`src/rtl/k423_defines.svh`:
```
// Shared core widths and arbiter state encoding.
`ifndef K423_DEFINES_SVH
`define K423_DEFINES_SVH

`define CORE_ADDR_W      32
`define CORE_XLEN        32
`define CORE_FETCH_W     32

`define K423_ARB_ST_IDLE 2'd0
`define K423_ARB_ST_HOLD 2'd1
`define K423_ARB_ST_WAIT 2'd2

`endif

```
`src/rtl/k423_dmem_arb_pkg.sv`:
```
// Types and widths for the IFU/LSU data-memory arbiter.
package k423_dmem_arb_pkg;
`include "k423_defines.svh"

  localparam int CORE_ADDR_W  = `CORE_ADDR_W;
  localparam int CORE_XLEN    = `CORE_XLEN;
  localparam int CORE_FETCH_W = `CORE_FETCH_W;

  typedef enum logic [1:0] {
    ST_IDLE = `K423_ARB_ST_IDLE,
    ST_HOLD = `K423_ARB_ST_HOLD,
    ST_WAIT = `K423_ARB_ST_WAIT
  } arb_state_e;

  typedef enum logic [1:0] {
    OWN_NONE = 2'd0,
    OWN_IFU  = 2'd1,
    OWN_LSU  = 2'd2
  } owner_e;
endpackage

```
`src/rtl/k423_arb2.sv`:
```
// Two-way LSU/IFU grant: fixed LSU priority, or round-robin when
// K423_DMEM_ARB_RR_EN is defined (pointer moves on every handshake).
module k423_arb2 (
  input  logic clk,
  input  logic rst_n,
  input  logic req_lsu,
  input  logic req_ifu,
  input  logic upd,
  input  logic upd_lsu,
  output logic gnt_lsu
);
`ifdef K423_DMEM_ARB_RR_EN
  // Resets to "IFU granted last" so the first contention goes to the LSU.
  logic last_ifu;

  always_ff @(posedge clk or negedge rst_n) begin
    if (!rst_n)   last_ifu <= 1'b1;
    else if (upd) last_ifu <= ~upd_lsu;
  end

  assign gnt_lsu = req_lsu && (!req_ifu || last_ifu);
`else
  logic unused_rr;
  assign unused_rr = ^{clk, rst_n, req_ifu, upd, upd_lsu};
  assign gnt_lsu   = req_lsu;
`endif
endmodule

```
`src/rtl/k423_dmem_arb.sv`:
```
// Shares one memory port between IFU and LSU, one transaction outstanding.
// Arbitration mode selected by K423_DMEM_ARB_RR_EN (see k423_arb2).
module k423_dmem_arb
  import k423_dmem_arb_pkg::*;
(
  input  logic                    clk_i,
  input  logic                    rst_n_i,
  input  logic                    ifu_req_vld_i,
  output logic                    ifu_req_rdy_o,
  input  logic [CORE_ADDR_W-1:0]  ifu_req_addr_i,
  output logic                    ifu_rsp_vld_o,
  output logic [CORE_FETCH_W-1:0] ifu_rsp_rdata_o,
  input  logic                    ifu_flush_i,
  input  logic                    lsu_req_vld_i,
  output logic                    lsu_req_rdy_o,
  input  logic [CORE_ADDR_W-1:0]  lsu_req_addr_i,
  input  logic                    lsu_req_wen_i,
  input  logic [CORE_XLEN-1:0]    lsu_req_wdata_i,
  input  logic [3:0]              lsu_req_wstrb_i,
  output logic                    lsu_rsp_vld_o,
  output logic [CORE_FETCH_W-1:0] lsu_rsp_rdata_o,
  output logic                    mem_req_vld_o,
  input  logic                    mem_req_rdy_i,
  output logic [CORE_ADDR_W-1:0]  mem_req_addr_o,
  output logic                    mem_req_wen_o,
  output logic [CORE_XLEN-1:0]    mem_req_wdata_o,
  output logic [3:0]              mem_req_wstrb_o,
  input  logic                    mem_rsp_vld_i,
  input  logic [CORE_FETCH_W-1:0] mem_rsp_rdata_i
);
  arb_state_e state;
  owner_e     owner;
  logic       drop;
  logic       arb_lsu;
  logic       sel_lsu;
  logic       issue;
  logic       hs;
  logic       rsp_done;

  assign issue    = ((state == ST_IDLE) && (ifu_req_vld_i || lsu_req_vld_i)) || (state == ST_HOLD);
  assign sel_lsu  = (state == ST_HOLD) ? (owner == OWN_LSU) : arb_lsu;
  assign hs       = issue && mem_req_rdy_i;
  assign rsp_done = (state == ST_WAIT) && mem_rsp_vld_i;

  k423_arb2 u_arb2 (
    .clk     (clk_i),
    .rst_n   (rst_n_i),
    .req_lsu (lsu_req_vld_i),
    .req_ifu (ifu_req_vld_i),
    .upd     (hs),
    .upd_lsu (sel_lsu),
    .gnt_lsu (arb_lsu)
  );

  always_comb begin
    mem_req_vld_o   = issue;
    mem_req_addr_o  = '0;
    mem_req_wen_o   = 1'b0;
    mem_req_wdata_o = '0;
    mem_req_wstrb_o = 4'b0000;
    if (issue) begin
      if (sel_lsu) begin
        mem_req_addr_o  = lsu_req_addr_i;
        mem_req_wen_o   = lsu_req_wen_i;
        mem_req_wdata_o = lsu_req_wdata_i;
        mem_req_wstrb_o = lsu_req_wstrb_i;
      end else begin
        mem_req_addr_o  = ifu_req_addr_i;
      end
    end
  end

  assign lsu_req_rdy_o = issue &&  sel_lsu && mem_req_rdy_i;
  assign ifu_req_rdy_o = issue && !sel_lsu && mem_req_rdy_i;

  // A flush arriving with the response itself also swallows that response.
  assign lsu_rsp_vld_o   = rsp_done && (owner == OWN_LSU);
  assign ifu_rsp_vld_o   = rsp_done && (owner == OWN_IFU) && !drop && !ifu_flush_i;
  assign lsu_rsp_rdata_o = lsu_rsp_vld_o ? mem_rsp_rdata_i : '0;
  assign ifu_rsp_rdata_o = ifu_rsp_vld_o ? mem_rsp_rdata_i : '0;

  always_ff @(posedge clk_i or negedge rst_n_i) begin
    if (!rst_n_i) begin
      state <= ST_IDLE;
      owner <= OWN_NONE;
      drop  <= 1'b0;
    end else begin
      case (state)
        ST_IDLE: begin
          if (issue) begin
            owner <= sel_lsu ? OWN_LSU : OWN_IFU;
            state <= mem_req_rdy_i ? ST_WAIT : ST_HOLD;
          end
        end
        ST_HOLD: begin
          if (mem_req_rdy_i) state <= ST_WAIT;
        end
        ST_WAIT: begin
          if (mem_rsp_vld_i) begin
            state <= ST_IDLE;
            owner <= OWN_NONE;
            drop  <= 1'b0;
          end else if (ifu_flush_i && (owner == OWN_IFU)) begin
            drop  <= 1'b1;
          end
        end
        default: begin
          state <= ST_IDLE;
          owner <= OWN_NONE;
          drop  <= 1'b0;
        end
      endcase
    end
  end
endmodule

```
`config.mk`:
```
export PLATFORM = sky130hd
export DESIGN_NAME = k423_dmem_arb
export DESIGN_NICKNAME = d
export VERILOG_FILES = /design/src/rtl/k423_dmem_arb_pkg.sv /design/src/rtl/k423_arb2.sv /design/src/rtl/k423_dmem_arb.sv
export VERILOG_INCLUDE_DIRS = /design/src /design/src/rtl
export SDC_FILE = /design/constraint.sdc
export NUM_CORES = 1
export LEC_CHECK = 0
export ABC_CLOCK_PERIOD_IN_PS = 1600
export CAP_MARGIN = 20
export CORE_AREA = 2 2 107 109
export DETAILED_ROUTE_END_ITERATION = 12
export DIE_AREA = 0 0 109 111
export DONT_BUFFER_PORTS = 1
export GPL_ROUTABILITY_DRIVEN = 1
export PLACE_DENSITY = 0.37
export SKIP_LAST_GASP = 1
export SLEW_MARGIN = 25
export SYNTH_ARGS = -nofsm -noshare
export SYNTH_HDL_FRONTEND = slang
export SYNTH_SLANG_ARGS = --single-unit
```
`constraint.sdc`:
```
create_clock -name clk_i -period 1.6 [get_ports clk_i]
set_input_delay 0.32 -clock clk_i [delete_from_list [all_inputs] [get_ports clk_i]]
set_output_delay 0.32 -clock clk_i [all_outputs]
set_load 0.03 [all_outputs]
```
==> flow_metrics.tcl <==
set metrics [dict create \
    vias_per_cell 4.46 \
    cp_top_family "simple AND/OR/NAND/NOR gates" \
    period_share_pct 124 \
    hpwl_um 5080 \
    cts_made_buffers 3 \
    tightestPinTransition_ps 275 \
    die_w_um 109 \
    hold_viol 0 \
    dp_cells 336 \
    synth.top_cells.by_count "103 x and2_1, 32 x a22o_1, 6 x buf_6" \
    cts_sinks 5 \
    syn_nets 327 \
    final_cells 357 \
    slew_violations 0 \
    path_max_fanout 14 \
    layout_min_cycle_time_ps 1980 \
    cts-root-buf "clkbuf_16" \
    violations "negative setup slack" \
    drt_pass1_iterations 3 \
    crit_path_end_kind "output port" \
    relSlewSlack_pct 81.6 \
    cp_slowest_stage_delay_ps 420 \
    synth_seq_cells 5 \
    clk_latency_ps 230 \
    required_ps 1280 \
    pin_count 278 \
    placed_cell_area_mm2 0.00224 \
    grt_max_degree 34 \
    skew_ps 1.15 \
    synth_edf_count 0 \
    grtUsageTotal_pct 8.98 \
    vias 1592 \
    ir_drop_mv 0.479 \
    max_cap_viol_count 0 \
    fin_util_pct 24.5 \
    port_buffers 0 \
    clk_path_buf_depth 2 \
    start_util_pct 12.5 \
    postRouteAntennaNets 0 \
    yosys-top-cells-area "and2_1 46%, a22o_1 20%, dfrtp_1 9.0%" \
    slowest_stage "dfrtp_2" \
    layout_setup_ws_ps -384 \
    path_cells "buf_4 -> nor4b_4 -> a31o_4 -> buf_12 -> and2_4" \
    num-fill-cells 1182 \
    yosysSeqAreaShare_pct 9.00 \
    synth_largest_area_cell "and2_1" \
    worst-setup-path-type "reg2out" \
    core_area_mm2 0.0111 \
    postLayoutCellArea_mm2 0.00271 \
    setup_violations 138 \
    status "finished with violations" \
    n_antenna_cell 0 \
    die_area_mm2 0.0121 \
    grt-ovfl-total 0 \
    grt_pass1_wl_um 8340 \
    rsz0062_at_grt "yes" \
    synthCells 187 \
    wl_per_cell_um 18.9 \
    synth.avg_cell_area_um2 7.43 \
    grt_pass1_vias 1477 \
    cts.clk_slew.worst_paths_ps 30 \
    yosysMostFrequentCell "and2_1" \
    worstPathArrival_ps 1660 \
    layout-drive-gt1-share_pct 87.4 \
    antenna_found_initial 0 \
    routabilityCongestion 0.768 \
    syn_to_final_growth_pct 95.0 \
    startpoint_type "flop" \
    fp.dieH_um 111 \
    syn_area_mm2 0.00139 \
    rows 39 \
    path_buf_inv 2 \
    drt_iter0_drc 21 \
    p_per_area_mw_per_mm2 909 \
    wl_um 6750 \
    route.detailed.drc 0 \
    ys_warn_count 0 \
    tritoncts "yes" \
    multi_input_area_mm2 0.00170 \
    htree_levels 1 \
    yosysTopAreaCellShare_pct 46.4 \
    nets 355 \
    netlist-cell-type-count 27 \
    synthArstFlopShare_pct 100 \
    synth_flop_cell "dfrtp_1" \
    fmax_mhz 504 \
    hold_class "in2reg" \
    p_leak_uw 0.00121 \
    setup_tns_ps -40590 \
    ff_latch_area_um2 126 \
]
layout make-up:
cell class	count	share of cell area, %
clock buffers	4	2.91
inverters	2	0.277
multi-input cells	162	62.9
flip-flops and latches	5	4.66
well taps	143	6.60
repair buffers	41	22.7
repair_timing:
action,CTS,global route
pin swaps,17,46
gates cloned,3,7
setup endpoints to repair,138,137
endpoints found under the hold margin,5,0
setup buffers,6,4
hold buffers,1,0
resized for setup,46,13
final timing paths:
kind                                      start                    to  slack, ps  depth (start not counted)
setup / recovery           state[0]$_DFFE_PN0P_         ifu_req_rdy_o       -380                          5
hold / removal                    mem_req_rdy_i  state[0]$_DFFE_PN0P_        150                          1
setup reg to reg           state[0]$_DFFE_PN0P_  state[1]$_DFFE_PN0P_        220                          5
hold reg to reg            owner[0]$_DFFE_PN0P_  owner[0]$_DFFE_PN0P_        550                          2
max in group asynchronous               rst_n_i  state[0]$_DFFE_PN0P_        990                          1
min in group asynchronous               rst_n_i  owner[0]$_DFFE_PN0P_        390                          1
layer usage:
layer | global-route usage [%] | vias up | part of all wire (%)
li1 | - | 694 | -
met1 | 9.05 | 734 | 32
met2 | 17.8 | 159 | 57
met3 | 2.35 | 5 | 11
met4 | 2.05 | 0 | 0.74
met5 | 0 | - | 0
placed cells by master, fill, tap and decap left out, types with 2 or more instances in the layout:
cell,Yosys,layout
buf_12,0,11
o21ai_0,3,3
buf_4,4,10
a22o_4,0,32
buf_6,6,10
nand2b_1,3,3
and2_4,0,102
dfrtp_1,5,4
clkbuf_16,0,8
buf_8,0,3
nor2_4,0,2
nor3_1,3,2
nand2_1,3,3
flip-flops by register name, summed over array words and instances (netlist names):
| name | count |
|---|---|
| state | 2 |
| drop | 1 |
| owner | 2 |
report_power, final:
group	switching, uW	internal (uW)
clock	88.8	331
sequential	31.4	152
combinational	1070	791
total	1190	1270
logic make-up (layout without fill, tap and decap cells):
group                  count (synthesis)  in the layout  share of synthesized area [%]
AO/OA/AOI/OAI                         42             42                           26.0
buffers and inverters                 20             47                           10.3
flip-flops                             5              5                           9.00
AND/OR/NAND/NOR                      120            120                           54.7
stage by stage:
stage	setup slack, ps	total power [uW]	hold slack [ps]
2_1_floorplan	-63.7	1660	24.4
3_3_place_gp	-147	1800	24.5
4_1_cts	-390	2360	155
3_5_place_dp	-158	1800	24.5
6_report	-384	2470	151
5_1_grt	-461	2560	154
Power figures use the tool's default switching activity.
